## src/rtl/mem_port_arbiter_m1t_pkg.sv

```systemverilog
// mem_arb_pkg_m1t: shared types and widths for the M1T memory port arbiter
package mem_arb_pkg_m1t;
  localparam int MEM_ADDR_W = 15;
  localparam int MEM_DATA_W = 16;
  typedef enum logic [1:0] {READ, WRITE, FENCE0, FENCE1} mode_e;
  typedef enum logic {OWN_C, OWN_D} owner_e;
  typedef enum logic {ARB, FENCE} arb_state_e;
  typedef struct packed {
    logic [MEM_ADDR_W-1:0] addr;
    logic [1:0]            mask;
    logic [1:0]            fnc;
    logic [MEM_DATA_W-1:0] wdata;
    mode_e                 mode;
    logic [3:0]            wb_dest;
  } mem_req_t;
  function automatic logic is_fence(input mode_e m);
    return m inside {FENCE0, FENCE1};
  endfunction
endpackage

```

## src/rtl/mem_port_arbiter_m1t_if.sv

```systemverilog
// mem_port_arbiter_m1t_if: one requester's request/response port into the arbiter
interface mem_port_arbiter_m1t_if #(
  parameter int ADDR_W = 15,
  parameter int DATA_W = 16
);
  logic              req_en;
  logic [ADDR_W-1:0] addr;
  logic [1:0]        mask;
  logic [1:0]        fnc;
  logic [DATA_W-1:0] wdata;
  logic [1:0]        mode;
  logic [3:0]        wb_dest;
  logic              grant;
  logic [DATA_W-1:0] rdata;
  logic [3:0]        rd_wb_dest;
  logic              read_ack;
  modport master (
    output req_en, addr, mask, fnc, wdata, mode, wb_dest,
    input  grant, rdata, rd_wb_dest, read_ack
  );
  modport slave (
    input  req_en, addr, mask, fnc, wdata, mode, wb_dest,
    output grant, rdata, rd_wb_dest, read_ack
  );
endinterface

```

## src/rtl/mem_port_arbiter_m1t_pick.sv

```systemverilog
// mem_arb_pick_m1t: core-first selection with forced debug win once starved
module mem_arb_pick_m1t
  import mem_arb_pkg_m1t::*;
#(
  parameter int STARVE_LIMIT = 4
) (
  input  logic       c_valid,
  input  logic       d_valid,
  input  logic [3:0] starve_cnt,
  output owner_e     win
);
  // D wins when alone or when C has starved it for STARVE_LIMIT grants
  always_comb win = (d_valid && (!c_valid || starve_cnt == 4'(STARVE_LIMIT))) ? OWN_D : OWN_C;
endmodule

```

## src/rtl/mem_port_arbiter_m1t.sv

```systemverilog
// mem_port_arbiter_m1t: shares the single-port M1T memory controller between core and debug ports
module mem_port_arbiter_m1t
  import mem_arb_pkg_m1t::*;
#(
  parameter int ADDR_W       = MEM_ADDR_W,
  parameter int DATA_W       = MEM_DATA_W,
  parameter int STARVE_LIMIT = 4
) (
  input  logic                   clk,
  input  logic                   sync_rst,
  input  logic                   clk_en,
  mem_port_arbiter_m1t_if.slave  c,
  mem_port_arbiter_m1t_if.slave  d,
  output logic [ADDR_W-1:0]      mem_addr,
  output logic [1:0]             mem_mask,
  output logic [1:0]             mem_fnc,
  output logic [DATA_W-1:0]      mem_wdata,
  output logic [1:0]             mem_mode,
  output logic [3:0]             mem_wb_dest,
  output logic                   mem_enable,
  output logic                   mem_input_ready,
  input  logic [DATA_W-1:0]      mem_rdata,
  input  logic [3:0]             mem_rd_wb_dest,
  input  logic                   mem_read_ack,
  input  logic                   mem_available,
  input  logic                   mem_idle
);
  arb_state_e state_q, state_d;
  logic [3:0] starve_cnt_q, starve_cnt_d;
  logic       resp_valid_q, resp_valid_d;
  owner_e     resp_owner_q, resp_owner_d, win;
  mem_req_t   c_req, d_req, mem_req;
  logic       go, gnt;

  mem_arb_pick_m1t #(.STARVE_LIMIT(STARVE_LIMIT)) u_pick (
    .c_valid    (c.req_en),
    .d_valid    (d.req_en),
    .starve_cnt (starve_cnt_q),
    .win        (win)
  );

  // Same-cycle grant and winner mux onto the controller request bus
  always_comb begin
    c_req = '{addr: c.addr, mask: c.mask, fnc: c.fnc, wdata: c.wdata, mode: mode_e'(c.mode), wb_dest: c.wb_dest};
    d_req = '{addr: d.addr, mask: d.mask, fnc: d.fnc, wdata: d.wdata, mode: mode_e'(d.mode), wb_dest: d.wb_dest};
    go = !sync_rst && clk_en && mem_available && state_q == ARB;
    c.grant = go && c.req_en && win == OWN_C;
    d.grant = go && d.req_en && win == OWN_D;
    gnt = c.grant || d.grant;
    mem_req = gnt ? ((win == OWN_D) ? d_req : c_req) : '0;
    mem_addr = mem_req.addr;
    mem_mask = mem_req.mask;
    mem_fnc = mem_req.fnc;
    mem_wdata = mem_req.wdata;
    mem_mode = mem_req.mode;
    mem_wb_dest = mem_req.wb_dest;
    mem_enable = gnt;
    mem_input_ready = gnt;
  end

  // Fence FSM, starvation counter and read-owner tracking; all hold while clk_en is low
  always_comb begin
    state_d = state_q;
    starve_cnt_d = starve_cnt_q;
    resp_valid_d = resp_valid_q;
    resp_owner_d = resp_owner_q;
    if (clk_en) begin
      resp_valid_d = gnt && mem_req.mode == READ;
      resp_owner_d = win;
      if (state_q == ARB && mem_available)
        starve_cnt_d = (d.grant || !d.req_en) ? 4'd0 :
                       (c.grant && starve_cnt_q != 4'(STARVE_LIMIT)) ? starve_cnt_q + 4'd1 : starve_cnt_q;
      state_d = (state_q == ARB) ? ((gnt && is_fence(mem_req.mode)) ? FENCE : ARB) :
                ((mem_idle && !resp_valid_q) ? ARB : FENCE);
    end
  end

  // Route the one-cycle-late read response to whichever port issued it
  always_comb begin
    c.read_ack = !sync_rst && mem_read_ack && resp_valid_q && resp_owner_q == OWN_C;
    d.read_ack = !sync_rst && mem_read_ack && resp_valid_q && resp_owner_q == OWN_D;
    c.rdata = (!sync_rst && resp_owner_q == OWN_C) ? mem_rdata : '0;
    d.rdata = (!sync_rst && resp_owner_q == OWN_D) ? mem_rdata : '0;
    c.rd_wb_dest = (!sync_rst && resp_owner_q == OWN_C) ? mem_rd_wb_dest : '0;
    d.rd_wb_dest = (!sync_rst && resp_owner_q == OWN_D) ? mem_rd_wb_dest : '0;
  end

  // State registers with synchronous reset
  always_ff @(posedge clk) begin
    if (sync_rst) begin
      state_q <= ARB;
      starve_cnt_q <= '0;
      resp_valid_q <= 1'b0;
      resp_owner_q <= OWN_C;
    end else begin
      state_q <= state_d;
      starve_cnt_q <= starve_cnt_d;
      resp_valid_q <= resp_valid_d;
      resp_owner_q <= resp_owner_d;
    end
  end
endmodule

```

## src/flat_wrapper.sv

```systemverilog
// flat-port wrapper written by rule: the top's interface ports become plain ports
module mem_port_arbiter_m1t_flat import mem_arb_pkg_m1t::*;
#(
  parameter int ADDR_W       = MEM_ADDR_W,
  parameter int DATA_W       = MEM_DATA_W,
  parameter int STARVE_LIMIT = 4
)
  (clk, sync_rst, clk_en, mem_addr, mem_mask, mem_fnc, mem_wdata, mem_mode, mem_wb_dest, mem_enable, mem_input_ready, mem_rdata, mem_rd_wb_dest, mem_read_ack, mem_available, mem_idle, c_req_en, c_addr, c_mask, c_fnc, c_wdata, c_mode, c_wb_dest, c_grant, c_rdata, c_rd_wb_dest, c_read_ack, d_req_en, d_addr, d_mask, d_fnc, d_wdata, d_mode, d_wb_dest, d_grant, d_rdata, d_rd_wb_dest, d_read_ack);
  mem_port_arbiter_m1t_if #(.ADDR_W(ADDR_W), .DATA_W(DATA_W)) c_i ();
  mem_port_arbiter_m1t_if #(.ADDR_W(ADDR_W), .DATA_W(DATA_W)) d_i ();
  input  logic clk;
  input  logic sync_rst;
  input  logic clk_en;
  output logic [ADDR_W-1:0] mem_addr;
  output logic [1:0] mem_mask;
  output logic [1:0] mem_fnc;
  output logic [DATA_W-1:0] mem_wdata;
  output logic [1:0] mem_mode;
  output logic [3:0] mem_wb_dest;
  output logic mem_enable;
  output logic mem_input_ready;
  input  logic [DATA_W-1:0] mem_rdata;
  input  logic [3:0] mem_rd_wb_dest;
  input  logic mem_read_ack;
  input  logic mem_available;
  input  logic mem_idle;
  input wire logic [$bits(c_i.req_en)-1:0] c_req_en;
  input wire logic [$bits(c_i.addr)-1:0] c_addr;
  input wire logic [$bits(c_i.mask)-1:0] c_mask;
  input wire logic [$bits(c_i.fnc)-1:0] c_fnc;
  input wire logic [$bits(c_i.wdata)-1:0] c_wdata;
  input wire logic [$bits(c_i.mode)-1:0] c_mode;
  input wire logic [$bits(c_i.wb_dest)-1:0] c_wb_dest;
  output wire logic [$bits(c_i.grant)-1:0] c_grant;
  output wire logic [$bits(c_i.rdata)-1:0] c_rdata;
  output wire logic [$bits(c_i.rd_wb_dest)-1:0] c_rd_wb_dest;
  output wire logic [$bits(c_i.read_ack)-1:0] c_read_ack;
  input wire logic [$bits(d_i.req_en)-1:0] d_req_en;
  input wire logic [$bits(d_i.addr)-1:0] d_addr;
  input wire logic [$bits(d_i.mask)-1:0] d_mask;
  input wire logic [$bits(d_i.fnc)-1:0] d_fnc;
  input wire logic [$bits(d_i.wdata)-1:0] d_wdata;
  input wire logic [$bits(d_i.mode)-1:0] d_mode;
  input wire logic [$bits(d_i.wb_dest)-1:0] d_wb_dest;
  output wire logic [$bits(d_i.grant)-1:0] d_grant;
  output wire logic [$bits(d_i.rdata)-1:0] d_rdata;
  output wire logic [$bits(d_i.rd_wb_dest)-1:0] d_rd_wb_dest;
  output wire logic [$bits(d_i.read_ack)-1:0] d_read_ack;
  assign c_i.req_en = c_req_en;
  assign c_i.addr = c_addr;
  assign c_i.mask = c_mask;
  assign c_i.fnc = c_fnc;
  assign c_i.wdata = c_wdata;
  assign c_i.mode = c_mode;
  assign c_i.wb_dest = c_wb_dest;
  assign c_grant = c_i.grant;
  assign c_rdata = c_i.rdata;
  assign c_rd_wb_dest = c_i.rd_wb_dest;
  assign c_read_ack = c_i.read_ack;
  assign d_i.req_en = d_req_en;
  assign d_i.addr = d_addr;
  assign d_i.mask = d_mask;
  assign d_i.fnc = d_fnc;
  assign d_i.wdata = d_wdata;
  assign d_i.mode = d_mode;
  assign d_i.wb_dest = d_wb_dest;
  assign d_grant = d_i.grant;
  assign d_rdata = d_i.rdata;
  assign d_rd_wb_dest = d_i.rd_wb_dest;
  assign d_read_ack = d_i.read_ack;
  mem_port_arbiter_m1t #(.ADDR_W(ADDR_W), .DATA_W(DATA_W), .STARVE_LIMIT(STARVE_LIMIT)) u_core (.clk(clk), .sync_rst(sync_rst), .clk_en(clk_en), .c(c_i), .d(d_i), .mem_addr(mem_addr), .mem_mask(mem_mask), .mem_fnc(mem_fnc), .mem_wdata(mem_wdata), .mem_mode(mem_mode), .mem_wb_dest(mem_wb_dest), .mem_enable(mem_enable), .mem_input_ready(mem_input_ready), .mem_rdata(mem_rdata), .mem_rd_wb_dest(mem_rd_wb_dest), .mem_read_ack(mem_read_ack), .mem_available(mem_available), .mem_idle(mem_idle));
endmodule
```

## config.mk

```make
export PLATFORM = sky130hd
export DESIGN_NAME = mem_port_arbiter_m1t_flat
export DESIGN_NICKNAME = d
export VERILOG_FILES = /design/src/rtl/mem_port_arbiter_m1t_pkg.sv /design/src/rtl/mem_port_arbiter_m1t_if.sv /design/src/rtl/mem_port_arbiter_m1t_pick.sv /design/src/rtl/mem_port_arbiter_m1t.sv /design/src/flat_wrapper.sv
export SDC_FILE = /design/constraint.sdc
export NUM_CORES = 1
export LEC_CHECK = 0
export BUFFER_PORTS_ARGS = -buffer_cell sky130_fd_sc_hd__buf_2
export CORE_MARGIN = 8
export CORE_UTILIZATION = 33
export CTS_CLUSTER_DIAMETER = 60
export DETAILED_ROUTE_END_ITERATION = 6
export GPL_TIMING_DRIVEN = 0
export PLACE_DENSITY = 0.87
export SYNTH_ARGS = -nofsm -noshare
export SYNTH_HDL_FRONTEND = slang
export SYNTH_HIERARCHICAL = 1
export SYNTH_SLANG_ARGS = --single-unit
```

## constraint.sdc

```tcl
create_clock -name clk -period 4.25 [get_ports clk]
set_input_delay 0.85 -clock clk [delete_from_list [all_inputs] [get_ports clk]]
set_output_delay 0.85 -clock clk [all_outputs]
set_load 0.02 [all_outputs]
```

# == After elaboration in Yosys (flattened, before gate mapping) ==
# Index checks and enable logic that the tools add are counted.
# word_totals
output_inout_bits,87
elab_cells,54
in_bits,110
reg_bits,7
# classes
n_reduce_logical,30
mux,12
addsub,1
bitwise_logic,3
n_eq_ne,4
# op_table
op,count
41-bit two-way mux,2
16-bit two-way mux,2
1-bit logical AND,19
4-bit two-way mux,4
4-bit by 1-bit adder with 4-bit output (second input constant),1
2-bit equality test (second input constant),2
4-bit by 3-bit equality test with 1-bit output (second input constant),1
1-bit logical NOT,4
1-bit two-way mux,4
4-bit by 3-bit inequality test with 1-bit output (second input constant),1
2-bit nonzero test,2
1-bit logical OR,3
1-bit NOT,3
3-bit AND reduction,1
2-bit logical NOT,1

# == Logic depth before layout (Yosys ltp) ==
# logic_depth
depth_word,13
ltp_mapped,8

# == Hierarchy ==
# The synthesis kept the hierarchy.
# by_module_without_submodules
module,area_each_um2,cells_each,n_inst
mem_port_arbiter_m1t,1373.8,194,1
mem_arb_pick_m1t,17.5,2,1

# == Least setup slack after synthesis ==
# Ideal clock, no wire load.
# synth_timing
path_type,input to output
startpoint,input port d_req_en
endpoint,output port mem_input_ready
n_path_buf,3
arrival_time_ps,2180
cell_stages,7
slack_ps,1220
required_time_ps,3400
path_cell_list,a21boi_1 -> mux2i_1 -> or3_1 -> buf_2 -> buf_6 -> inv_1 -> buf_4
# synth_between
elab_chain_cells,5
word_cells_on_any_way,7
classes_between,1 x mux; 1 x bitwise; 5 x reduce/logical
# synth_rtl
item,line,text
start: declaration,flat_wrapper.sv:38,input wire logic [$bits(d_i.req_en)-1:0] d_req_en;
1-bit logical AND,mem_port_arbiter_m1t_pick.sv:13,always_comb win = (d_valid && (!c_valid || starve_cnt == 4'(STARVE_LIMIT))) ? OWN_D : OWN_C;
1-bit two-way mux,mem_port_arbiter_m1t_pick.sv:13,
1-bit NOT,mem_port_arbiter_m1t.sv:47,c.grant = go && c.req_en && win == OWN_C;
1-bit logical AND,mem_port_arbiter_m1t.sv:47,
1-bit logical OR (*),mem_port_arbiter_m1t.sv:49,gnt = c.grant || d.grant;
end: declaration,flat_wrapper.sv:21,output logic mem_input_ready;
# Every way passes the cells marked *; elsewhere a longest branch is shown, timed or not.

# == Worst setup path in the final report ==
# layout_timing
startpoint,register u_core.starve_cnt_q[0]
endpoint,output port mem_input_ready
# layout_between
elab_chain_cells,7
word_cells_on_any_way,8
classes_between,1 x eq/ne; 1 x mux; 1 x bitwise; 5 x reduce/logical
# layout_rtl
item,line,text
start: declaration,mem_port_arbiter_m1t.sv:29,"logic [3:0] starve_cnt_q, starve_cnt_d;"
start signal: assignment,mem_port_arbiter_m1t.sv:97,starve_cnt_q <= starve_cnt_d;
4-bit by 3-bit equality test with 1-bit output (*),mem_port_arbiter_m1t_pick.sv:13,
1-bit logical OR (*),mem_port_arbiter_m1t_pick.sv:13,
1-bit logical AND (*),mem_port_arbiter_m1t_pick.sv:13,
1-bit two-way mux (*),mem_port_arbiter_m1t_pick.sv:13,
via u_core.win,mem_port_arbiter_m1t.sv:31,"owner_e resp_owner_q, resp_owner_d, win;"
1-bit NOT,mem_port_arbiter_m1t.sv:47,
1-bit logical AND,mem_port_arbiter_m1t.sv:47,
1-bit logical OR (*),mem_port_arbiter_m1t.sv:49,
# The timed path passes the listed nets; every way through them passes the cells marked *.

==> metrics <==
RSZ-0062 raised after global routing no; Syn Area/Cell between 7 and 8 µm²; most frequent cells in the layout 202 x buf_2, 48 x nor2_1, 43 x mux2i_1; Final ANT Viol Nets 0; vias in the first global route ~2100; clock share of power a little over a quarter; largest family of logic cells by synthesized area simple AND/OR/NAND/NOR gates; crit-path cells or4b_1 > a21boi_1 > mux2i_1 > or3_1 > buf_2 > buf_6 > inv_1 > buf_4 > buf_2; Max-Slew Margin vs Limit 72.87%; WS Path Type register to primary output; post-layout min period about 3.4 ns; CP peak stage delay between 0.5 and 0.6 ns; final hold vios 0; overall die height a little over 80 µm; post-synthesis cell type with the largest combined area mux2i_1; Crit Path Max Fanout 10; Worst-Margin Slew 0.4069 ns; PostCTS Resize Cnt 0; pwr/cell area 139.2 nW/µm²; Vias per Instance 4.621; Setup crit start u_core/starve_cnt_q[0]; dominant cells by area after synthesis mux2i_1 31%, and2_1 18%, nor2_1 13%, dfxtp_1 10%, buf_6 3.2%; Startpoint Class register; starting DRC count in detailed routing 77; Yosys cell types 32; CTS clock-pin slew for the worst setup and hold paths approximately 0.04 ns; mux contribution to synthesized area 30.94%; most frequent CP cell buf_2; sequential share of power 19.7%; placed cell count about 440; top cell type's share of synthesized area between 30% and 40%; reg2reg path depth 7; crit path to mem_input_ready; GRT overflow 0; YS warnings 6; fmax a little under 0.3 GHz; CP Depth 9; first-pass iteration count of the detailed router 4; Initial Util about a third; Synth Area in Adders approximately 1.8%; combinational share of power about 53%; cts bufs inserted 3; Syn Inst Count approximately 200; Post-Layout Cell Count between 400 and 500; Max-cap violations 0; Die Wd 80.93 µm; Max H-tree Level 1; Worst EP required between 3 and 4 ns; Clock Latency Late Sink ~0.23 ns; most common cell after layout, fill and taps aside buf_2; total number of vias roughly 2000; syn nets 308; Setup Fix Bufs, Post-CTS 0; Compound-Gate Fraction of Synth Area approximately 6.7%; switching part of the total a little over a third; switching pwr between 0.1 and 0.15 mW; first-pass GRT wire length around 9.7 mm; critical path's slowest cell or4b_1; status complete, no violations; final setup fails 0; Synth Area in Simple Gates between 40% and 50%; R2R Setup Slk between 2 and 2.5 ns; FF-to-FF End u_core/state_q; routed len/inst ~15 µm; num rows 23; type of the most critical hold path register to register; Pins Over Slew Limit 0; CP delay by family, top simple AND/OR/NAND/NOR gates; clock tree from TritonCTS done; Final period util 79.44%; hold_buf cts 0; GPL Wtd Cong around 0.8; r2r startpoint u_core/starve_cnt_q[0]; mapped cell area approximately 1400 µm²; gr usage total around 18%; initial antenna violation count 0; number of synthesized register bits 7; clock net sink count 7; die area 6550 µm²; layout cells sized above 1 about 54%; DRT Wirelength around 6.7 mm; VDD IR max ~0.073 mV; Synth Area in XOR/XNOR 0.6295%; final clock skew ~0.0018 ns; io pins ~200; Setup TNS Final 0 ns; I/O Buffers just under 200; Setup WS post-layout ~0.9 ns; Setup crit end kind primary output; DP Wirelength about 6 mm; ANT cells 0; Buf/Inv on CP 5; worst-case clock buffer depth 2; total internal power ~0.22 mW; sequential area share after synthesis around a tenth; Nets 509; number of remaining DRC errors 0; CP Data Arrival Time 2.53 ns; Layout area overhead 78.24%; Core Area 4029 µm²; Root Driver clkbuf_8; pre-CTS WS roughly 0.94 ns; Leakage ~1.5 nW; pin count of the biggest net entering global routing 11
## worst min-delay path, cell delays in order, from the launching register on
cell and delay, ns:
dfxtp_1 0.33, mux2i_1 0.07, nor2_1 0.07
## final cells by class
cell class	count	area [µm²]
Buffer	16	101.3
Clock buffer	4	45.04
Fill cell	359	1549
Inverter	5	18.77
Multi-Input combinational cell	168	1131
Sequential cell	7	140.1
Tap cell	50	62.56
Timing Repair Buffer	196	980.9
## synthesized netlist by cell type, drive strengths merged
master / number
nor2: 48
mux2i: 43
and2: 40
buf: 11
dfxtp: 7
clkbuf: 5
inv: 5
a21oi: 3
nand2b: 3
nor3: 3
o21ai: 3
or3: 3
and3: 2
and3b: 2
ha: 2
nand2: 2
nand3b: 2
a21boi: 1
a21o: 1
a2bb2oi: 1
nand3: 1
nand4: 1
nor2b: 1
nor4: 1
o311a: 1
o32a: 1
o41ai: 1
or4b: 1
xnor2: 1
## through the flow
| stage | utilization, % | total power, mW | area, µm² | hold WS [ns] |
|---|---|---|---|---|
| 2_1_floorplan | - | 0.1674 | 1391 | 0.4609 |
| 3_3_place_gp | 60.43 | 0.2488 | 2435 | 0.4753 |
| 3_5_place_dp | 60.43 | 0.2532 | 2435 | 0.5039 |
| 4_1_cts | 61.55 | 0.3484 | 2480 | 0.5134 |
| 5_1_grt | 61.55 | 0.3706 | 2480 | 0.5758 |
| 6_report | 61.55 | 0.3452 | 2480 | 0.5069 |
## power by group through the flow
stage | Sequential [mW] | Combinational [mW] | Clock [mW]
floorplan | 0.0687 | 0.0987 | 0
global route | 0.0679 | 0.199 | 0.103
CTS | 0.0679 | 0.185 | 0.0958
finish | 0.0679 | 0.183 | 0.0944
global placement | 0.0689 | 0.180 | 0
detailed placement | 0.0689 | 0.184 | 0
## sequential cells by signal, summed over array words and instances (netlist names)
register,cells
u_core/starve_cnt_q,4
u_core/resp_owner_q,1
u_core/resp_valid_q,1
u_core/state_q,1
## metal layers
layer / GRT usage (%) / part of all wire, % / up-vias / routed length (µm)
li1: - / - / 1054 / -
met1: 16.94 / 33 / 871 / 2234
met2: 34.00 / 50 / 127 / 3374
met3: 7.726 / 15 / 9 / 998
met4: 6.786 / 1.6 / 0 / 109
met5: 0 / 0 / - / 0
## logic make-up after synthesis
group / after synthesis
multiplexers: 43
AND/OR/NAND/NOR: 110
XOR/XNOR: 1
adder cells (fa/ha/maj): 2
buffers and inverters: 21
flip-flops: 7
AO/OA/AOI/OAI: 12
## worst min-delay path by stage
stage | cells past startpoint | from | slack, ns | to
after floorplan | 2 | u_core/starve_cnt_q[3] | 0.46 | u_core/starve_cnt_q[3]
after global placement | 2 | u_core/state_q | 0.48 | u_core/state_q
after detailed placement | 2 | u_core/resp_owner_q | 0.50 | u_core/resp_owner_q
after CTS | 2 | u_core/resp_owner_q | 0.51 | u_core/resp_owner_q
after global routing | 2 | u_core/resp_owner_q | 0.58 | u_core/resp_owner_q
final | 2 | u_core/resp_owner_q | 0.51 | u_core/resp_owner_q
Note: power is estimated with default switching activity, not from simulation.
